`config.mk`:
```
export PLATFORM = sky130hd
export DESIGN_NAME = srec_emitter_flat
export DESIGN_NICKNAME = d
export VERILOG_FILES = /design/src/rtl/srec_emitter_pkg.sv /design/src/rtl/srec_emitter_if.sv /design/src/rtl/srec_emitter.sv /design/src/flat_wrapper.sv
export SDC_FILE = /design/constraint.sdc
export NUM_CORES = 1
export LEC_CHECK = 0
export ABC_AREA = 1
export ABC_CLOCK_PERIOD_IN_PS = 7000
export CAP_MARGIN = 30
export CORE_MARGIN = 2
export CORE_UTILIZATION = 30
export DETAILED_ROUTE_END_ITERATION = 10
export GPL_TIMING_DRIVEN = 0
export PLACE_DENSITY_LB_ADDON = 0.1
export SLEW_MARGIN = 40
export SYNTH_ARGS = -nofsm -noshare
export SYNTH_HDL_FRONTEND = slang
export SYNTH_SLANG_ARGS = --single-unit
```
`constraint.sdc`:
```
create_clock -name clock -period 7 [get_ports clock]
set_input_delay 1.05 -clock clock [delete_from_list [all_inputs] [get_ports clock]]
set_output_delay 1.05 -clock clock [all_outputs]
set_load 0.01 [all_outputs]
```
`src/rtl/srec_emitter_pkg.sv`:
```
// Shared types, ASCII constants and helpers for the S-record emitter.
// Turns memory contents into Motorola S3 data records plus an S7 trailer.
package srec_emitter_pkg;

  typedef enum logic [4:0] {
    IDLE, S_CHAR, TYPE, COUNT, ADDR, FETCH, WAIT, DATA, CSUM, EOL,
    TERM_S, TERM_TYPE, TERM_COUNT, TERM_ADDR, TERM_CSUM, TERM_EOL, DONE
  } state_t;

  localparam logic [7:0] ASCII_S  = 8'h53;
  localparam logic [7:0] ASCII_3  = 8'h33;
  localparam logic [7:0] ASCII_7  = 8'h37;
  localparam logic [7:0] ASCII_LF = 8'h0A;
  localparam logic [7:0] S7_COUNT = 8'h05;

  // Digits map from '0' (0x30); A-F map from 'A' - 10 (0x37).
  function automatic logic [7:0] nibble_to_ascii(input logic [3:0] n);
    return (n < 4'd10) ? (8'h30 + {4'h0, n}) : (8'h37 + {4'h0, n});
  endfunction

  function automatic logic [7:0] byte_sum(input logic [31:0] w);
    return w[31:24] + w[23:16] + w[15:8] + w[7:0];
  endfunction

endpackage

```
`src/rtl/srec_emitter_if.sv`:
```
// Memory read bus and character stream of the S-record emitter.
interface srec_emitter_if;
  logic [31:0] memAddr;
  logic [1:0]  memAccessSize;
  logic        memReadEn;
  logic [31:0] memData;
  logic [7:0]  charOut;
  logic        charValid;
  logic        charReady;

  modport master (
    output memAddr, memAccessSize, memReadEn, charOut, charValid,
    input  memData, charReady
  );

  modport slave (
    input  memAddr, memAccessSize, memReadEn, charOut, charValid,
    output memData, charReady
  );
endinterface

```
`src/rtl/srec_emitter.sv`:
```
// Dumps a memory range as S3 records followed by an S7 trailer, one ASCII
// character per handshake, reading one byte per FETCH/WAIT pair.
module srec_emitter
  import srec_emitter_pkg::*;
#(
  parameter int BYTES_PER_REC = 16
) (
  input  logic        clock,
  input  logic        reset_n,
  input  logic        dumpEnable,
  input  logic [31:0] dumpStartAddr,
  input  logic [31:0] dumpLength,
  input  logic [31:0] dumpEntryAddr,
  output logic        dumpBusy,
  output logic        dumpDone,
  srec_emitter_if.master bus
);

  localparam logic [31:0] BPR32 = 32'(BYTES_PER_REC);
  localparam logic [5:0]  BPR6  = 6'(BYTES_PER_REC);

  state_t      r_state;
  logic        r_enPrev;
  logic [31:0] r_addr;
  logic [31:0] r_remain;
  logic [31:0] r_entry;
  logic [5:0]  r_recN;
  logic [5:0]  r_cnt;
  logic [2:0]  r_nib;
  logic [7:0]  r_csum;
  logic [7:0]  r_data;
  logic [31:0] r_memAddr;
  logic        r_memReadEn;
  logic [7:0]  r_charOut;
  logic        r_charValid;
  logic        r_busy;
  logic        r_done;

  logic        w_idle;
  logic        w_rise;
  logic        w_fire;
  logic        w_recStart;
  logic [31:0] w_srcAddr;
  logic [31:0] w_srcRemain;
  logic [31:0] w_srcEntry;
  logic [5:0]  w_recN;
  logic [7:0]  w_recCC;
  logic [7:0]  w_recSum;
  logic [7:0]  w_termSum;
  logic [7:0]  w_cc;
  logic [7:0]  w_csumOut;
  logic [2:0]  w_nextNib;
  logic [31:0] w_field;
  logic [3:0]  w_fieldNib;
  logic [31:0] w_addrNext;
  logic [5:0]  w_cntNext;
  logic        w_unusedHi;

  assign w_idle     = (r_state == IDLE) || (r_state == DONE);
  assign w_rise     = dumpEnable && !r_enPrev;
  assign w_fire     = r_charValid && bus.charReady;
  assign w_recStart = (w_idle && w_rise) || ((r_state == EOL) && w_fire);

  // A new record is set up either from the start inputs or from the running registers.
  assign w_srcAddr   = w_idle ? dumpStartAddr : r_addr;
  assign w_srcRemain = w_idle ? dumpLength    : r_remain;
  assign w_srcEntry  = w_idle ? dumpEntryAddr : r_entry;
  assign w_recN      = (w_srcRemain < BPR32) ? w_srcRemain[5:0] : BPR6;
  assign w_recCC     = {2'b00, w_recN} + 8'd5;
  assign w_recSum    = w_recCC + byte_sum(w_srcAddr);
  assign w_termSum   = S7_COUNT + byte_sum(w_srcEntry);

  assign w_cc       = {2'b00, r_recN} + 8'd5;
  assign w_csumOut  = ~r_csum;
  assign w_nextNib  = r_nib + 3'd1;
  assign w_field    = (r_state == TERM_ADDR) ? r_entry : r_addr;
  assign w_fieldNib = 4'(w_field >> (5'd28 - {w_nextNib, 2'b00}));
  assign w_addrNext = r_addr + 32'd1;
  assign w_cntNext  = r_cnt + 6'd1;
  assign w_unusedHi = ^bus.memData[31:8];

  assign bus.memAddr       = r_memAddr;
  assign bus.memAccessSize = 2'b00;
  assign bus.memReadEn     = r_memReadEn;
  assign bus.charOut       = r_charOut;
  assign bus.charValid     = r_charValid;
  assign dumpBusy          = r_busy;
  assign dumpDone          = r_done;

  // Outputs are loaded on each transition, so the next character is ready as soon as one is accepted.
  always_ff @(posedge clock or negedge reset_n) begin
    if (!reset_n) begin
      r_state     <= IDLE;
      r_enPrev    <= 1'b0;
      r_addr      <= '0;
      r_remain    <= '0;
      r_entry     <= '0;
      r_recN      <= '0;
      r_cnt       <= '0;
      r_nib       <= '0;
      r_csum      <= '0;
      r_data      <= '0;
      r_memAddr   <= '0;
      r_memReadEn <= 1'b0;
      r_charOut   <= '0;
      r_charValid <= 1'b0;
      r_busy      <= 1'b0;
      r_done      <= 1'b0;
    end else begin
      r_enPrev <= dumpEnable;
      if (w_recStart) begin
        if (w_idle) begin
          r_addr   <= dumpStartAddr;
          r_remain <= dumpLength;
          r_entry  <= dumpEntryAddr;
          r_busy   <= 1'b1;
          r_done   <= 1'b0;
        end
        r_charOut   <= ASCII_S;
        r_charValid <= 1'b1;
        r_cnt       <= '0;
        r_nib       <= '0;
        if (w_srcRemain != 32'd0) begin
          r_state <= S_CHAR;
          r_recN  <= w_recN;
          r_csum  <= w_recSum;
        end else begin
          r_state <= TERM_S;
          r_csum  <= w_termSum;
        end
      end else begin
        case (r_state)
          S_CHAR: if (w_fire) begin
            r_state   <= TYPE;
            r_charOut <= ASCII_3;
          end
          TYPE: if (w_fire) begin
            r_state   <= COUNT;
            r_nib     <= '0;
            r_charOut <= nibble_to_ascii(w_cc[7:4]);
          end
          COUNT: if (w_fire) begin
            if (r_nib == 3'd0) begin
              r_nib     <= 3'd1;
              r_charOut <= nibble_to_ascii(w_cc[3:0]);
            end else begin
              r_state   <= ADDR;
              r_nib     <= '0;
              r_charOut <= nibble_to_ascii(r_addr[31:28]);
            end
          end
          ADDR: if (w_fire) begin
            if (r_nib != 3'd7) begin
              r_nib     <= w_nextNib;
              r_charOut <= nibble_to_ascii(w_fieldNib);
            end else begin
              r_state     <= FETCH;
              r_charValid <= 1'b0;
              r_memReadEn <= 1'b1;
              r_memAddr   <= r_addr;
            end
          end
          FETCH: begin
            r_memReadEn <= 1'b0;
            r_state     <= WAIT;
          end
          WAIT: begin
            r_data      <= bus.memData[7:0];
            r_csum      <= r_csum + bus.memData[7:0];
            r_nib       <= '0;
            r_charOut   <= nibble_to_ascii(bus.memData[7:4]);
            r_charValid <= 1'b1;
            r_state     <= DATA;
          end
          DATA: if (w_fire) begin
            if (r_nib == 3'd0) begin
              r_nib     <= 3'd1;
              r_charOut <= nibble_to_ascii(r_data[3:0]);
            end else begin
              r_addr   <= w_addrNext;
              r_remain <= r_remain - 32'd1;
              r_cnt    <= w_cntNext;
              r_nib    <= '0;
              if (w_cntNext == r_recN) begin
                r_state   <= CSUM;
                r_charOut <= nibble_to_ascii(w_csumOut[7:4]);
              end else begin
                r_state     <= FETCH;
                r_charValid <= 1'b0;
                r_memReadEn <= 1'b1;
                r_memAddr   <= w_addrNext;
              end
            end
          end
          CSUM: if (w_fire) begin
            if (r_nib == 3'd0) begin
              r_nib     <= 3'd1;
              r_charOut <= nibble_to_ascii(w_csumOut[3:0]);
            end else begin
              r_state   <= EOL;
              r_charOut <= ASCII_LF;
            end
          end
          TERM_S: if (w_fire) begin
            r_state   <= TERM_TYPE;
            r_charOut <= ASCII_7;
          end
          TERM_TYPE: if (w_fire) begin
            r_state   <= TERM_COUNT;
            r_nib     <= '0;
            r_charOut <= nibble_to_ascii(S7_COUNT[7:4]);
          end
          TERM_COUNT: if (w_fire) begin
            if (r_nib == 3'd0) begin
              r_nib     <= 3'd1;
              r_charOut <= nibble_to_ascii(S7_COUNT[3:0]);
            end else begin
              r_state   <= TERM_ADDR;
              r_nib     <= '0;
              r_charOut <= nibble_to_ascii(r_entry[31:28]);
            end
          end
          TERM_ADDR: if (w_fire) begin
            if (r_nib != 3'd7) begin
              r_nib     <= w_nextNib;
              r_charOut <= nibble_to_ascii(w_fieldNib);
            end else begin
              r_state   <= TERM_CSUM;
              r_nib     <= '0;
              r_charOut <= nibble_to_ascii(w_csumOut[7:4]);
            end
          end
          TERM_CSUM: if (w_fire) begin
            if (r_nib == 3'd0) begin
              r_nib     <= 3'd1;
              r_charOut <= nibble_to_ascii(w_csumOut[3:0]);
            end else begin
              r_state   <= TERM_EOL;
              r_charOut <= ASCII_LF;
            end
          end
          TERM_EOL: if (w_fire) begin
            r_state     <= DONE;
            r_charValid <= 1'b0;
            r_busy      <= 1'b0;
            r_done      <= 1'b1;
          end
          default: ;
        endcase
      end
    end
  end

endmodule

```
`src/flat_wrapper.sv`:
```
// flat-port wrapper written by rule: the top's interface ports become plain ports
module srec_emitter_flat import srec_emitter_pkg::*;
#(
  parameter int BYTES_PER_REC = 16
)
  (clock, reset_n, dumpEnable, dumpStartAddr, dumpLength, dumpEntryAddr, dumpBusy, dumpDone, bus_memAddr, bus_memAccessSize, bus_memReadEn, bus_charOut, bus_charValid, bus_memData, bus_charReady);
  srec_emitter_if bus_i ();
  input  logic clock;
  input  logic reset_n;
  input  logic dumpEnable;
  input  logic [31:0] dumpStartAddr;
  input  logic [31:0] dumpLength;
  input  logic [31:0] dumpEntryAddr;
  output logic dumpBusy;
  output logic dumpDone;
  output wire logic [$bits(bus_i.memAddr)-1:0] bus_memAddr;
  output wire logic [$bits(bus_i.memAccessSize)-1:0] bus_memAccessSize;
  output wire logic [$bits(bus_i.memReadEn)-1:0] bus_memReadEn;
  output wire logic [$bits(bus_i.charOut)-1:0] bus_charOut;
  output wire logic [$bits(bus_i.charValid)-1:0] bus_charValid;
  input wire logic [$bits(bus_i.memData)-1:0] bus_memData;
  input wire logic [$bits(bus_i.charReady)-1:0] bus_charReady;
  assign bus_memAddr = bus_i.memAddr;
  assign bus_memAccessSize = bus_i.memAccessSize;
  assign bus_memReadEn = bus_i.memReadEn;
  assign bus_charOut = bus_i.charOut;
  assign bus_charValid = bus_i.charValid;
  assign bus_i.memData = bus_memData;
  assign bus_i.charReady = bus_charReady;
  srec_emitter #(.BYTES_PER_REC(BYTES_PER_REC)) u_core (.clock(clock), .reset_n(reset_n), .dumpEnable(dumpEnable), .dumpStartAddr(dumpStartAddr), .dumpLength(dumpLength), .dumpEntryAddr(dumpEntryAddr), .dumpBusy(dumpBusy), .dumpDone(dumpDone), .bus(bus_i));
endmodule
```
==> summary.txt <==
Synth
  – Count of synthesis-stage warnings from yosys: 0
  – Number of enable-type register cells in the synthesized netlist: 0
  – Asr flop ratio synth: 100%
  – Syn Std Cell Area: 0.0138 mm^2
  – Dominant cell type by area after synthesis: sky130_fd_sc_hd__dfrtp_1
  – Count leader, synth: sky130_fd_sc_hd__nand2_1
  – Yosys reg bits: 172
  – Post-synthesis instance total: 1,951
  – Top cells by instance count after synthesis: sky130_fd_sc_hd__nand2_1 (466), sky130_fd_sc_hd__inv_1 (233), sky130_fd_sc_hd__nor2_1 (185)
  – Top FF cell, synth: sky130_fd_sc_hd__dfrtp_1
  – Ranking of synthesized cells by area: sky130_fd_sc_hd__dfrtp_1 (31%), sky130_fd_sc_hd__nand2_1 (13%), sky130_fd_sc_hd__inv_1 (6.4%)
  – Cell variety after synth: 57
  – Portion of the post-synthesis area used by sequential elements: 31.3%
  – Mapped Avg Cell Area: 7.06 um^2
  – Share of Yosys cell area claimed by the top area cell type: 31.3%

Final layout
  – NumNets Final: 2,341
  – Antenna diode count: 0
  – Share of layout cells above drive strength 1: 5.05%
  – Post-layout instance count excluding filler cells: 2,740
  – Area growth, synth to finish: 21.8%
  – Post-route design area: 0.0168 mm^2

Timing
  – Final-report max-slew violation count: 0
  – Final critical-path required period: 6.39 ns
  – Final hold violation count: 0
  – Transition time at the pin with the least slew margin: 0.939 ns
  – Final count of negative-setup-slack endpoints: 0
  – Fraction of the cycle the final worst path needs: 91.3%
  – Setup repair after global routing missed its margin: false
  – Skew final: 0.0164 ns
  – Normalized max-slew margin: 37.4%
  – Highest clock frequency the design can meet: 157 MHz

Job
  – Number of max-cap violations: 0

Setup path
  – CP Data Arrival Time: 6.78 ns
  – Nature of the critical path endpoint: register
  – Required arrival time at the worst endpoint: 7.40 ns
  – Maximum fanout count along the critical path: 10
  – Slack of the worst reg-to-reg path: 0.61 ns
  – Worst Reg2Reg Path Length in Cells: 33
  – Max incr delay on CP: 0.55 ns
  – Most common cell type on the critical path: sky130_fd_sc_hd__nand2_1
  – Class of the most critical setup path: reg2reg
  – Startpoint types: register
  – CP max-delay cell: sky130_fd_sc_hd__fa_1

Min path
  – Worst hold path class: in2async

Placed design
  – Gp weighted congestion: 0.936
  – Post-Place Cells: 2,708
  – Number of buffer cells added on primary ports: 150
  – HPWL Detailed: 47,400 um
  – Placement Cell Area: 0.0161 mm^2

Global route
  – Vias in the first global route: 14.1k
  – Antenna violations before repair: 0
  – Overall overflow remaining after global route: 0
  – Tot GR Track Use: 25.3%
  – Maximum number of pins on one net before global-route repair: 65
  – Global-route wire length before repair: 89,000 um

Detailed routing
  – Number of vias in the routed layout: 14.4k
  – Routed wire length per instance: 21.6 um
  – Total DRC errors in the routed layout: 0
  – Total wirelength of the detailed-routed design: 59,300 um
  – Drt via density: 5.24
  – First-pass iteration count of the detailed router: 5
  – Number of antenna-violating nets in the routed design: 0
  – DRT iter0 DRCs: 1,144

Power
  – Leakage dissipation: 7.53 nW
  – Power per cell area: 133 mW/mm^2
  – IR drop worst, VDD: 0.153 mV

Run status
  – Outcome: completed

Floorplan
  – Horizontal die dimension: 218 um
  – FP Rows: 78
  – Total I/O pin count: 178
  – Area of the die: 0.0476 mm^2
  – Die Y: 218 um
  – Initial Utilization: 30.3%
  – Placeable Area: 0.0454 mm^2

Clock tree
  – Maximum count of clock buffers along a single path: 2
  – CTS sink count: 172
  – Post-cts hold buffer count: 0
  – Clock tree from TritonCTS: built
  – Buffer count from post-CTS setup fixing: 0
  – Total CTS buffers: 17
  – Clock latency of the later-clocked register in the worst-skew pair: 0.51 ns
  – Cell chosen for the clock root: sky130_fd_sc_hd__clkbuf_16
  – H-Tree Depth: 4
  – Clock-pin slew reported for the worst setup and hold paths after clock tree synthesis: 0.07 ns
  – CTS-repair resized insts: 0
## per-stage QoR
step           setup TNS, ns  util [%]  power, W  setup WS (ns)  hold WS [ns]
2_1_floorplan              0         -   0.00103           1.65         0.453
3_3_place_gp         -581.88      35.3   0.00113          -3.42         0.462
3_5_place_dp               0      35.5   0.00114          0.311         0.469
4_1_cts                    0      36.9   0.00224          0.687         0.403
5_1_grt                    0      36.9   0.00228          0.247         0.433
6_report                   0      36.9   0.00222          0.611         0.418
## final timing paths
check / startpoint / to
min in group clock: u_core.bus.charOut[3] / u_core.bus.charOut[3]
worst max-delay path: u_core.r_state[1] / u_core.r_csum[7]
worst max register to register: u_core.r_state[1] / u_core.r_csum[7]
worst min-delay path: reset_n / u_core.bus.memAddr[29]
max in group asynchronous: reset_n / u_core.r_csum[3]
worst min register to register: u_core.bus.charOut[3] / u_core.bus.charOut[3]
## registers in the layout (all words and copies together) (netlist names)
name,count
u_core.r_csum,8
u_core.r_remain,32
u_core.r_enPrev,1
u_core.dumpBusy,1
u_core.dumpDone,1
u_core.r_data,4
u_core.bus.charValid,1
u_core.r_addr,32
u_core.r_recN,6
u_core.r_state,5
u_core.r_cnt,6
u_core.r_entry,32
u_core.bus.memAddr,32
u_core.bus.memReadEn,1
u_core.bus.charOut,7
u_core.r_nib,3
## layer usage
layer	share of wire [%]	global-route usage (%)	wire length, um	vias up
met5	0	0	0	-
met4	1.7	6.33	1030	0
met3	4.8	3.67	2850	54
met2	47	42.0	28100	424
met1	46	34.6	27400	7073
li1	-	-	-	6819
## area by class of cell
class                   count  area (um^2)
fillers                  4906        28600
multi-input cells        1454         8160
flip-flops and latches    172         4300
repair buffers            154         1590
inverters                 247          927
well taps                 600          751
clock buffers              18          429
plain buffers              81          397
clock inverters            14          206
## power by group
group / leakage, nW / internal [W] / total [W] / switching (W)
combinational: 5.33 / 0.0000672 / 0.000122 / 0.0000544
clock: 0.300 / 0.000605 / 0.00111 / 0.000502
sequential: 1.90 / 0.000993 / 0.000994 / 0.000000274
total: 7.53 / 0.00167 / 0.00222 / 0.000557
## critical path: cells and delay by family, from the launching register on
| family | cells | cell delay, ns |
|---|---|---|
| adder cells (fa/ha/maj) | 5 | 2.30 |
| AND/OR/NAND/NOR | 17 | 2.01 |
| buffers and inverters | 7 | 0.76 |
| AO/OA/AOI/OAI | 4 | 0.71 |
| flip-flops | 1 | 0.47 |
## logic make-up after synthesis
logic type                 Yosys count  synth area share, %
buffers and inverters              328                 9.57
xor gates and xnor gates            84                 5.34
DFF                                172                 31.3
and+or+nand+nor                    844                 25.9
muxes                                2                0.145
AOI/OAI and AO/OA                  437                 18.4
adders and majority gates           82                 9.31
other                                2               0.0546
## placed cells by master (no fill, tap or decap), types with 7 or more instances in the layout
master	count
sky130_fd_sc_hd__nand2_1	466
sky130_fd_sc_hd__inv_1	233
sky130_fd_sc_hd__nor2_1	184
sky130_fd_sc_hd__o21ai_0	172
sky130_fd_sc_hd__dfrtp_1	172
sky130_fd_sc_hd__clkdlybuf4s50_1	149
sky130_fd_sc_hd__nand3_1	102
sky130_fd_sc_hd__a21oi_1	99
sky130_fd_sc_hd__xor2_1	66
sky130_fd_sc_hd__o21ai_1	50
sky130_fd_sc_hd__ha_1	48
sky130_fd_sc_hd__clkbuf_1	43
sky130_fd_sc_hd__o211ai_1	42
sky130_fd_sc_hd__o221ai_1	37
sky130_fd_sc_hd__fa_1	34
sky130_fd_sc_hd__nand4_1	24
sky130_fd_sc_hd__nor3_1	22
sky130_fd_sc_hd__buf_2	19
sky130_fd_sc_hd__xnor2_1	18
sky130_fd_sc_hd__clkbuf_16	17
sky130_fd_sc_hd__buf_4	10
sky130_fd_sc_hd__inv_2	9
sky130_fd_sc_hd__nand3b_1	7
sky130_fd_sc_hd__nor4_1	7
sky130_fd_sc_hd__o22ai_1	7
Power figures use the tool's default switching activity.
